### src/rtl/dmem_arbiter.sv
// Data-memory arbiter: pipeline MEM stage (req 0) vs external loader port (req 1).
// Optional address range check is enabled with `define DMEM_ARB_BOUNDS_EN.
module dmem_arbiter #(
    parameter int ADDR_W    = 9,
    parameter int DATA_W    = 32,
    parameter int RD_LAT    = 1,
    parameter int MAX_WAIT  = 4,
    parameter int MEM_DEPTH = 256
) (
    input  logic              clk,
    input  logic              reset,
    input  logic              p_req,
    input  logic              p_we,
    input  logic [ADDR_W-1:0] p_addr,
    input  logic [DATA_W-1:0] p_wdata,
    output logic              p_ack,
    output logic [DATA_W-1:0] p_rdata,
    output logic              pipe_stall,
    input  logic              x_req,
    input  logic              x_we,
    input  logic [ADDR_W-1:0] x_addr,
    input  logic [DATA_W-1:0] x_wdata,
    output logic              x_ack,
    output logic [DATA_W-1:0] x_rdata,
    output logic              m_en,
    output logic              m_we,
    output logic [ADDR_W-1:0] m_addr,
    output logic [DATA_W-1:0] m_wdata,
    input  logic [DATA_W-1:0] m_rdata,
    output logic              err
);

    localparam int CW = $clog2(MAX_WAIT + 1);
    localparam int LW = $clog2(RD_LAT + 1);

    if (RD_LAT < 1) begin : g_bad_lat
        $error("RD_LAT must be >= 1");
    end
    if (MAX_WAIT < 1) begin : g_bad_wait
        $error("MAX_WAIT must be >= 1");
    end
    if (MEM_DEPTH < 1) begin : g_bad_depth
        $error("MEM_DEPTH must be >= 1");
    end

    typedef enum logic [1:0] {
        S_IDLE,
        S_ISSUE,
        S_WAIT,
        S_ACK
    } state_t;

    state_t            state_q, state_d;
    logic              owner_q, owner_d;
    logic              we_q, we_d;
    logic [CW-1:0]     cnt_q, cnt_d;
    logic [LW-1:0]     lat_q, lat_d;
    logic              m_en_q, m_en_d;
    logic              m_we_q, m_we_d;
    logic [ADDR_W-1:0] m_addr_q, m_addr_d;
    logic [DATA_W-1:0] m_wdata_q, m_wdata_d;
    logic [DATA_W-1:0] p_rdata_q, p_rdata_d;
    logic [DATA_W-1:0] x_rdata_q, x_rdata_d;
    logic              grant_x;
    logic              in_range;
    logic [ADDR_W-1:0] sel_addr;
`ifdef DMEM_ARB_BOUNDS_EN
    logic              oob_q, oob_d;
`endif

    // Arbitration: ext wins only when pipeline is idle or ext has starved
    always_comb begin
        grant_x  = x_req & (~p_req | (cnt_q == CW'(MAX_WAIT)));
        sel_addr = grant_x ? x_addr : p_addr;
`ifdef DMEM_ARB_BOUNDS_EN
        in_range = 32'(sel_addr) < 32'(MEM_DEPTH);
`else
        in_range = 1'b1;
`endif
    end

    // Next-state and datapath for the access sequencer
    always_comb begin
        state_d   = state_q;
        owner_d   = owner_q;
        we_d      = we_q;
        cnt_d     = cnt_q;
        lat_d     = lat_q;
        m_en_d    = 1'b0;
        m_we_d    = 1'b0;
        m_addr_d  = m_addr_q;
        m_wdata_d = m_wdata_q;
        p_rdata_d = p_rdata_q;
        x_rdata_d = x_rdata_q;
`ifdef DMEM_ARB_BOUNDS_EN
        oob_d     = oob_q;
`endif
        unique case (state_q)
            S_IDLE: begin
                if (!x_req || grant_x) begin
                    cnt_d = '0;
                end else if (p_req && cnt_q != CW'(MAX_WAIT)) begin
                    cnt_d = cnt_q + 1'b1;
                end
                if (p_req || x_req) begin
                    owner_d   = grant_x;
                    we_d      = grant_x ? x_we : p_we;
                    m_addr_d  = sel_addr;
                    m_wdata_d = grant_x ? x_wdata : p_wdata;
                    m_en_d    = in_range;
                    m_we_d    = we_d & in_range;
`ifdef DMEM_ARB_BOUNDS_EN
                    oob_d     = ~in_range;
`endif
                    state_d   = S_ISSUE;
                end
            end
            S_ISSUE: begin
`ifdef DMEM_ARB_BOUNDS_EN
                if (oob_q) begin
                    state_d = S_ACK;
                    if (owner_q) x_rdata_d = '0;
                    else         p_rdata_d = '0;
                end else
`endif
                if (we_q) begin
                    state_d = S_ACK;
                end else begin
                    state_d = S_WAIT;
                    lat_d   = LW'(RD_LAT - 1);
                end
            end
            S_WAIT: begin
                if (lat_q == '0) begin
                    if (owner_q) x_rdata_d = m_rdata;
                    else         p_rdata_d = m_rdata;
                    state_d = S_ACK;
                end else begin
                    lat_d = lat_q - 1'b1;
                end
            end
            S_ACK: begin
                state_d = S_IDLE;
            end
            default: begin
                state_d = S_IDLE;
            end
        endcase
    end

    // State and registered memory-side outputs
    always_ff @(posedge clk or negedge reset) begin
        if (!reset) begin
            state_q   <= S_IDLE;
            owner_q   <= 1'b0;
            we_q      <= 1'b0;
            cnt_q     <= '0;
            lat_q     <= '0;
            m_en_q    <= 1'b0;
            m_we_q    <= 1'b0;
            m_addr_q  <= '0;
            m_wdata_q <= '0;
            p_rdata_q <= '0;
            x_rdata_q <= '0;
`ifdef DMEM_ARB_BOUNDS_EN
            oob_q     <= 1'b0;
`endif
        end else begin
            state_q   <= state_d;
            owner_q   <= owner_d;
            we_q      <= we_d;
            cnt_q     <= cnt_d;
            lat_q     <= lat_d;
            m_en_q    <= m_en_d;
            m_we_q    <= m_we_d;
            m_addr_q  <= m_addr_d;
            m_wdata_q <= m_wdata_d;
            p_rdata_q <= p_rdata_d;
            x_rdata_q <= x_rdata_d;
`ifdef DMEM_ARB_BOUNDS_EN
            oob_q     <= oob_d;
`endif
        end
    end

    assign p_ack      = (state_q == S_ACK) & ~owner_q;
    assign x_ack      = (state_q == S_ACK) & owner_q;
    assign pipe_stall = p_req & ~p_ack;
    assign p_rdata    = p_rdata_q;
    assign x_rdata    = x_rdata_q;
    assign m_en       = m_en_q;
    assign m_we       = m_we_q;
    assign m_addr     = m_addr_q;
    assign m_wdata    = m_wdata_q;
`ifdef DMEM_ARB_BOUNDS_EN
    assign err        = (state_q == S_ACK) & oob_q;
`else
    assign err        = 1'b0;
`endif

endmodule

### config.mk
export PLATFORM = sky130hd
export DESIGN_NAME = dmem_arbiter
export DESIGN_NICKNAME = d
export VERILOG_FILES = /design/src/rtl/dmem_arbiter.sv
export SDC_FILE = /design/constraint.sdc
export NUM_CORES = 1
export LEC_CHECK = 0
export CORE_MARGIN = 3
export CORE_UTILIZATION = 30
export CTS_BUF_LIST = sky130_fd_sc_hd__clkbuf_8
export CTS_CLUSTER_SIZE = 16
export DETAILED_ROUTE_END_ITERATION = 8
export GPL_TIMING_DRIVEN = 1
export PLACE_DENSITY_LB_ADDON = 0.15
export SLEW_MARGIN = 10
export SYNTH_ARGS = -nofsm -noshare
export SYNTH_HDL_FRONTEND = slang
export SYNTH_SLANG_ARGS = --single-unit
### constraint.sdc
create_clock -name clk -period 2.15 [get_ports clk]
set_input_delay 0.43 -clock clk [delete_from_list [all_inputs] [get_ports clk]]
set_output_delay 0.43 -clock clk [all_outputs]
set_load 0.05 [all_outputs]
==> impl_results.md, run 1 <==
- Final number of hold-violating endpoints: 0
- Number of buffers added on ports: between 200 and 250
- Transition at the pin with the smallest max-transition slack: 1.039 ns
- Total area of multi-input combinational cells: approximately 1900 um2
- RSZ-0062 raised after global routing: false
- Half-perimeter wire length of the detailed placement result: 10110 um
- Final period utilization: 0.9446
- Total wire length: between 10000 and 15000 um
- # rows: 46
- Capture instance of the worst register-to-register path: m_wdata[14]$_DFFE_PN0P_
- Gate Count Post-Synth: between 400 and 500
- All-Layer GR Usage: 0.1628
- Remaining DRCs: 0
- Fmax: 0.4924 GHz
- Max clock buf depth: 2
- Hold WS: between 0.3 and 0.4 ns
- Largest net degree at the start of global routing: 45
- Result of the run: finished clean
- Series of cell instances along the critical path: clkdlybuf4s50_1
- Post-Place Setup Slack: -0.1559 ns
- Number of synthesized flops with an enable pin: 0
- Worst path arrival time: 1.60 ns
- Reg2Reg Depth: 5
- Worst reg2reg path startpoint: cnt_q[0]$_DFFE_PN0P_
- Width of the die: about 130 um
- Final RePlAce weighted congestion: about 0.74
- Number of cells on the worst hold path: 3
- Y dimension of the die: about 130 um
- Filler cells: between 1000 and 1500
- Initial drt markers: between 150 and 200
- TritonCTS clock tree: yes
- Initial standard-cell utilization of the core: 0.3090
- Final Net Count: 772
- Critical path startpoint category: register
- Wire length of the first global-routing pass: approximately 23000 um
- Average detailed-routed wire length per instance: about 16 um
- Number of different library cells in the post-synthesis netlist: 34
- P_leak: around 3.2 nW
- Number of antenna diodes: 0
- DR pass1 iterations: 4
- Buffers inserted by post-CTS timing repair: 0
- Number of buffers inserted during clock tree synthesis: 17
- FF+latch count, synth: roughly 110
- Mapped Area: 4943 um2
- Startpoint of the most critical hold path: x_req
- Worst path max stage delay: between 0.8 and 0.9 ns
- Clock insertion delay at the later pin of the skew report: between 0.4 and 0.5 ns
- Clk sink count: roughly 110
- Worst vdd rail ir drop: about 0.8 mV
- Crit path setup slack, layout: between 0.1 and 0.15 ns
- Clock transition at the registers of the reported paths: ~0.07 ns
- Clock root buffer master: sky130_fd_sc_hd__clkbuf_8
- Share of synthesized registers carrying an async set or reset: 1.000
- Type of the tightest min-delay check: in -> reg
- Most used flip-flop cell after synthesis: sky130_fd_sc_hd__dfrtp_1
- Critical path required time: around 1.7 ns
- Worst Skew: between 0.01 and 0.015 ns
- Sequential standard cell area: approximately 2900 um2
- Headroom to the max-slew limit: 0.3059
- Critical path fanouts, max: 2
- Number of buffer and inverter instances along the worst setup path: 1
- Worst min-delay path endpoint: cnt_q[1]$_DFFE_PN0P_
- Critical-path top delay cell: sky130_fd_sc_hd__clkdlybuf4s50_1
- Residual overflow from global routing: 0
- Fraction of final layout cells sized beyond drive strength 1: 0.1201
- Top library cells by usage in the layout, fill and taps aside: 224 x sky130_fd_sc_hd__clkdlybuf4s50_1, 114 x sky130_fd_sc_hd__dfrtp_1, 84 x sky130_fd_sc_hd__nand2_1, 42 x sky130_fd_sc_hd__nand4_1
- Post-synthesis net count: between 500 and 600
- Most frequent standard cell in the layout excluding fill and tap cells: sky130_fd_sc_hd__clkdlybuf4s50_1
- Category of the worst setup path capture point: output port
- Cell type group with the largest total delay on the critical path: buffers and inverters
- Placeable Area: 16000 um2
- Vias post-DR: about 4200
- Total power consumption of the routed design: between 10 and 15 mW
- Ratio of routed vias to standard cells: roughly 4.8
- Crit Path Category: reg -> out
- Number of max-cap violations: 0
- Final ANT Viol Nets: 0
- Mean post-synth cell area: approximately 12 um2
- Num ports: roughly 230
- Share of synthesized area occupied by flip-flops and latches: 0.5771
- Relative area change from synthesis to final layout: 60.11%
- Final Slew Violations: 0
- Maximum level of the CTS H-tree: 4
- Number of global-route vias before repair: around 4500
- Number of setup violations in the final report: 0
- Pwr per Cell Area: between 1500 and 2000 nW/um2
- Die outline area: 18050 um2
- Time the final worst path needs with I/O delays and setup: 2.031 ns
- Antenna violations before repair: 0
- Number of warnings printed during yosys synthesis: 0
- FF-to-FF setup slack: around 0.22 ns
==> metrics by stage <==
stage          setup TNS (ns)  cells    util  instance area [um2]
6_report                    0    874  0.4947                 7915
5_1_grt                     0    874  0.4947                 7915
4_1_cts                     0    874  0.4945                 7913
3_5_place_dp           -4.892    842  0.4678                 7485
3_3_place_gp           -2.332    842  0.4678                 7485
2_1_floorplan               0    419       -                 4943
==> power by group <==
part / switching (mW) / internal (mW) / total (mW)
Sequential: 0.546 / 3.23 / 3.78
Combinational: 5.46 / 2.97 / 8.43
Clock: 0.838 / 1.27 / 2.11
Total: 6.84 / 7.47 / 14.3
==> cell usage after synthesis, drive strengths merged (2+ instances only) <==
master | count | share of area
nor2 | 2 | 0.0030
dfrtp | 114 | 0.58
inv | 6 | 0.0046
ha | 6 | 0.015
a21oi | 2 | 0.0020
mux2 | 64 | 0.15
nand2 | 84 | 0.064
o21ai | 5 | 0.0058
nand3 | 2 | 0.0020
o211ai | 42 | 0.065
nor2b | 3 | 0.0038
clkbuf | 5 | 0.0038
buf | 31 | 0.037
nand4 | 42 | 0.053
==> registers in the layout, summed over array words and instances (netlist names) <==
signal   flops
m_wdata     32
p_rdata     32
x_rdata     32
m_addr       9
cnt_q        3
state_q      2
m_en         1
m_we         1
owner_q      1
we_q         1
==> worst max path at each step <==
stage	start	endpoint	slack [ns]	cells after the start
finish	p_rdata[0]$_DFFE_PN0P_	p_rdata[0]	0.12	1
global route	m_wdata[14]$_DFFE_PN0P_	m_wdata[14]	0.007	1
CTS	m_wdata[14]$_DFFE_PN0P_	m_wdata[14]	0.06	1
detailed placement	p_req	m_wdata[14]$_DFFE_PN0P_	-0.16	4
global placement	p_req	m_wdata[8]$_DFFE_PN0P_	-0.06	4
floorplan	state_q[1]$_DFFE_PN0P_	pipe_stall	0.006	3
==> layout make-up <==
cell class | instances | share of cell area
Sequential cell | 114 | 0.3604
Multi-Input combinational cell | 263 | 0.2381
Inverter | 6 | 0.002845
Timing Repair Buffer | 244 | 0.3117
Tap cell | 216 | 0.03414
Clock inverter | 13 | 0.02150
Clock buffer | 18 | 0.03130
==> per-layer routing <==
layer	part of all wire	GRT usage
met3	0.085	0.06827
met5	0	0
met4	0.0073	0.04299
met1	0.42	0.1941
met2	0.49	0.2721
==> kinds of logic (layout without fill, tap and decap cells) <==
logic type      after synthesis  count (layout)  synth area share
compound gates               55              55           0.08327
other cells                   1               1         0.0007586
buf+inv                      42             281           0.04581
simple gates                136             136            0.1301
mux                          65              65            0.1478
flops                       114             114            0.5771
fa+ha+maj                     6               6           0.01519
==> timing repair <==
item | 4_1_cts | 5_1_grt
endpoints found under the hold margin | 37 | 0
hold buffers | 1 | 0
setup endpoints to repair | 0 | 1
gates resized for setup | 0 | 1
==> worst reg2reg max path, cell delays in order, from the launching register on <==
cell,delay (ns)
sky130_fd_sc_hd__dfrtp_1,0.38
sky130_fd_sc_hd__inv_1,0.09
sky130_fd_sc_hd__ha_1,0.20
sky130_fd_sc_hd__a21boi_2,0.09
sky130_fd_sc_hd__nor2_4,0.79
sky130_fd_sc_hd__o211ai_1,0.23
No activity file was read; power rests on OpenSTA's default activity.
==> inputs of run 2 (changes only) <==
- SETUP_SLACK_MARGIN: default -> 0.02
==> impl_results.md, run 2 (synthesized netlist as in run 1, its figures left out) <==
- Result of the run: finished clean
- Category of the worst setup path capture point: output port
- Most frequent standard cell in the layout excluding fill and tap cells: sky130_fd_sc_hd__clkdlybuf4s50_1
- Total wire length: 14270 um (+0.81%)
- Relative area change from synthesis to final layout: 61.48%
- Filler cells: 1470 (+2.0%)
- Final period utilization: 0.9492 (+0.004592)
- Reported net switching power: 6.859 mW (+0.20%)
- Fraction of final layout cells sized beyond drive strength 1: 0.1216 (+0.001520)
- Total area of multi-input combinational cells: 1896 um2 (+0.60%)
- Sequential standard cell area: 2853 um2 (unchanged)
- Sequential cell fraction of total power: 0.259 (-0.005)
- DR pass1 iterations: 4 (unchanged)
- Final number of hold-violating endpoints: 0 (unchanged)
- Critical-path top delay cell: sky130_fd_sc_hd__clkdlybuf4s50_1
- Critical path fanouts, max: 2 (unchanged)
- Antenna violations before repair: 0 (unchanged)
- Number of buffers added on ports: 229 (unchanged)
- Clock transition at the registers of the reported paths: 0.07 ns (about the same)
- Transition at the pin with the smallest max-transition slack: 0.7954 ns (-0.2432 ns)
- Half-perimeter wire length of the detailed placement result: 9978 um (-1.3%)
- Number of setup violations in the final report: 0 (unchanged)
- Final cell utilization of the core: 0.4989 (+0.004222)
- Final Net Count: 771 (-0.13%)
- Final ANT Viol Nets: 0 (unchanged)
- Largest net degree at the start of global routing: 46 (+2.2%)
- Y dimension of the die: 134.4 um (unchanged)
- Average detailed-routed wire length per instance: 16.32 um (+0.81%)
- Max clock buf depth: 2 (unchanged)
- Remaining DRCs: 0 (unchanged)
- Worst vdd rail ir drop: 0.6739 mV (-17%)
- All-Layer GR Usage: 0.1633 (+0.0005187)
- Power share of the combinational group: 0.577 (-0.012)
- Ratio of routed vias to standard cells: 4.727 (-1.4%)
- Top library cells by usage in the layout, fill and taps aside: 216 x sky130_fd_sc_hd__clkdlybuf4s50_1, 114 x sky130_fd_sc_hd__dfrtp_1, 84 x sky130_fd_sc_hd__nand2_1, 42 x sky130_fd_sc_hd__nand4_1
- Series of cell instances along the critical path: clkdlybuf4s50_1
- Number of max-cap violations: 0 (unchanged)
- Switching share of power: 0.4712 (-0.007038)
- Headroom to the max-slew limit: 0.4690 (+0.1630)
- Worst path max stage delay: 0.81 ns (about the same)
- Clock root buffer master: sky130_fd_sc_hd__clkbuf_8
- Placeable Area: 16000 um2 (unchanged)
- Post-Place Setup Slack: -0.1530 ns (+0.002946 ns)
- Clock insertion delay at the later pin of the skew report: 0.43 ns (about the same)
- Crit Path Category: reg -> out
- Final cell count without fillers: 874 (unchanged)
- Fraction of power consumed by the clock network: 0.164 (+0.017)
- Initial drt markers: 171 (+3.0%)
- Number of antenna diodes: 0 (unchanged)
- Setup total negative slack: 0 ns (unchanged)
- Maximum level of the CTS H-tree: 4 (unchanged)
- TritonCTS clock tree: yes
- Wire length of the first global-routing pass: 23420 um (+0.41%)
- Buffers inserted by post-CTS timing repair: 0 (unchanged)
- Critical path required time: 1.72 ns (about the same)
- Clk sink count: 114 (unchanged)
- Critical path startpoint category: register
- Pwr per Cell Area: 1823 nW/um2 (+0.84%)
- Final Slew Violations: 0 (unchanged)
- Number of buffers inserted during clock tree synthesis: 17 (unchanged)
- P_int: 7.698 mW (+3.1%)
- Worst path arrival time: 1.61 ns (about the same)
- Cell type group with the largest total delay on the critical path: buffers and inverters
- Width of the die: 134.4 um (unchanged)
- Number of global-route vias before repair: 4403 (-2.8%)
- Cell total after placement: 840 (-0.24%)
- Residual overflow from global routing: 0 (unchanged)
- Type of the tightest min-delay check: in -> async
- Crit path setup slack, layout: 0.1093 ns (-0.009873 ns)
- RSZ-0062 raised after global routing: false
- Worst Skew: 0.01343 ns (+0.0004213 ns)
- Time the final worst path needs with I/O delays and setup: 2.041 ns (+0.009873 ns)
- Number of buffer and inverter instances along the worst setup path: 1 (unchanged)
- Fmax: 0.4900 GHz (-0.48%)
- Die outline area: 18050 um2 (unchanged)
- P_leak: 3.322 nW (+3.5%)
- Final RePlAce weighted congestion: 0.7124 (-3.9%)
- # rows: 46 (unchanged)
- Initial standard-cell utilization of the core: 0.3090 (unchanged)
- Vias post-DR: 4131 (-1.4%)
- Num ports: 231 (unchanged)
==> run 2: cell count changes in the layout (fill, tap and decap cells not counted), sizes merged <==
cell,delta
buf,-2
clkinv,-2
dlymetal6s2s,+8
clkdlybuf4s50,-8
bufinv,+1
clkinvlp,-1
nor2,+1
clkbuf,+4
inv,-1
==> run 2: power by group through the flow <==
stage	combinational, mW	clock (mW)	sequential (mW)
after floorplan	1.98	0	7.31
after global placement	8.41	0	3.79
after detailed placement	8.51	0	3.83
after CTS	8.52	2.46	3.80
after global routing	8.85	2.58	3.91
final	8.40	2.39	3.77
==> run 2: final timing paths <==
kind | from | end | slack, ns | depth (start not counted)
min | reset | x_rdata[10]$_DFFE_PN0P_ | 0.48 | 2
min in group clk | p_rdata[21]$_DFFE_PN0P_ | p_rdata[21]$_DFFE_PN0P_ | 0.48 | 1
max reg2reg | state_q[0]$_DFFE_PN0P_ | m_wdata[17]$_DFFE_PN0P_ | 0.34 | 6
max | m_wdata[12]$_DFFE_PN0P_ | m_wdata[12] | 0.11 | 1
min reg2reg | p_rdata[21]$_DFFE_PN0P_ | p_rdata[21]$_DFFE_PN0P_ | 0.48 | 1
max in group asynchronous | reset | x_rdata[13]$_DFFE_PN0P_ | 1.08 | 3
==> run 2: area by class of cell <==
class | count | area share
sequential | 114 | 0.3574
timing repair buffer | 242 | 0.3082
multi-input combinational | 264 | 0.2375
clock buffer | 22 | 0.03793
tap | 216 | 0.03386
clock inverter | 10 | 0.02241
inverter | 6 | 0.002821
==> run 2: repair_timing <==
action / 4_1_cts / 5_1_grt
resized for setup: 0 / 9
hold endpoints to repair: 27 / 0
hold buffers: 1 / 0
setup endpoints to repair: 0 / 37
==> run 2: routing by layer <==
metal  routed length, um  vias up  track usage
met5                   0        -            0
met4                 222        0      0.05204
met3                1258       16      0.07239
met2                6675      176       0.2598
met1                6111     1988       0.1997
li1                    -     1951            -
==> run 2: metrics by stage <==
step / instance area, um2 / hold slack [ns] / power (mW)
detailed placement: 7460 / 0.3917 / 12.33
floorplan: 4946 / 0.1344 / 9.299
global placement: 7460 / 0.3879 / 12.19
CTS: 7951 / 0.4089 / 14.77
global route: 7983 / 0.4698 / 15.34
finish: 7983 / 0.4750 / 14.56
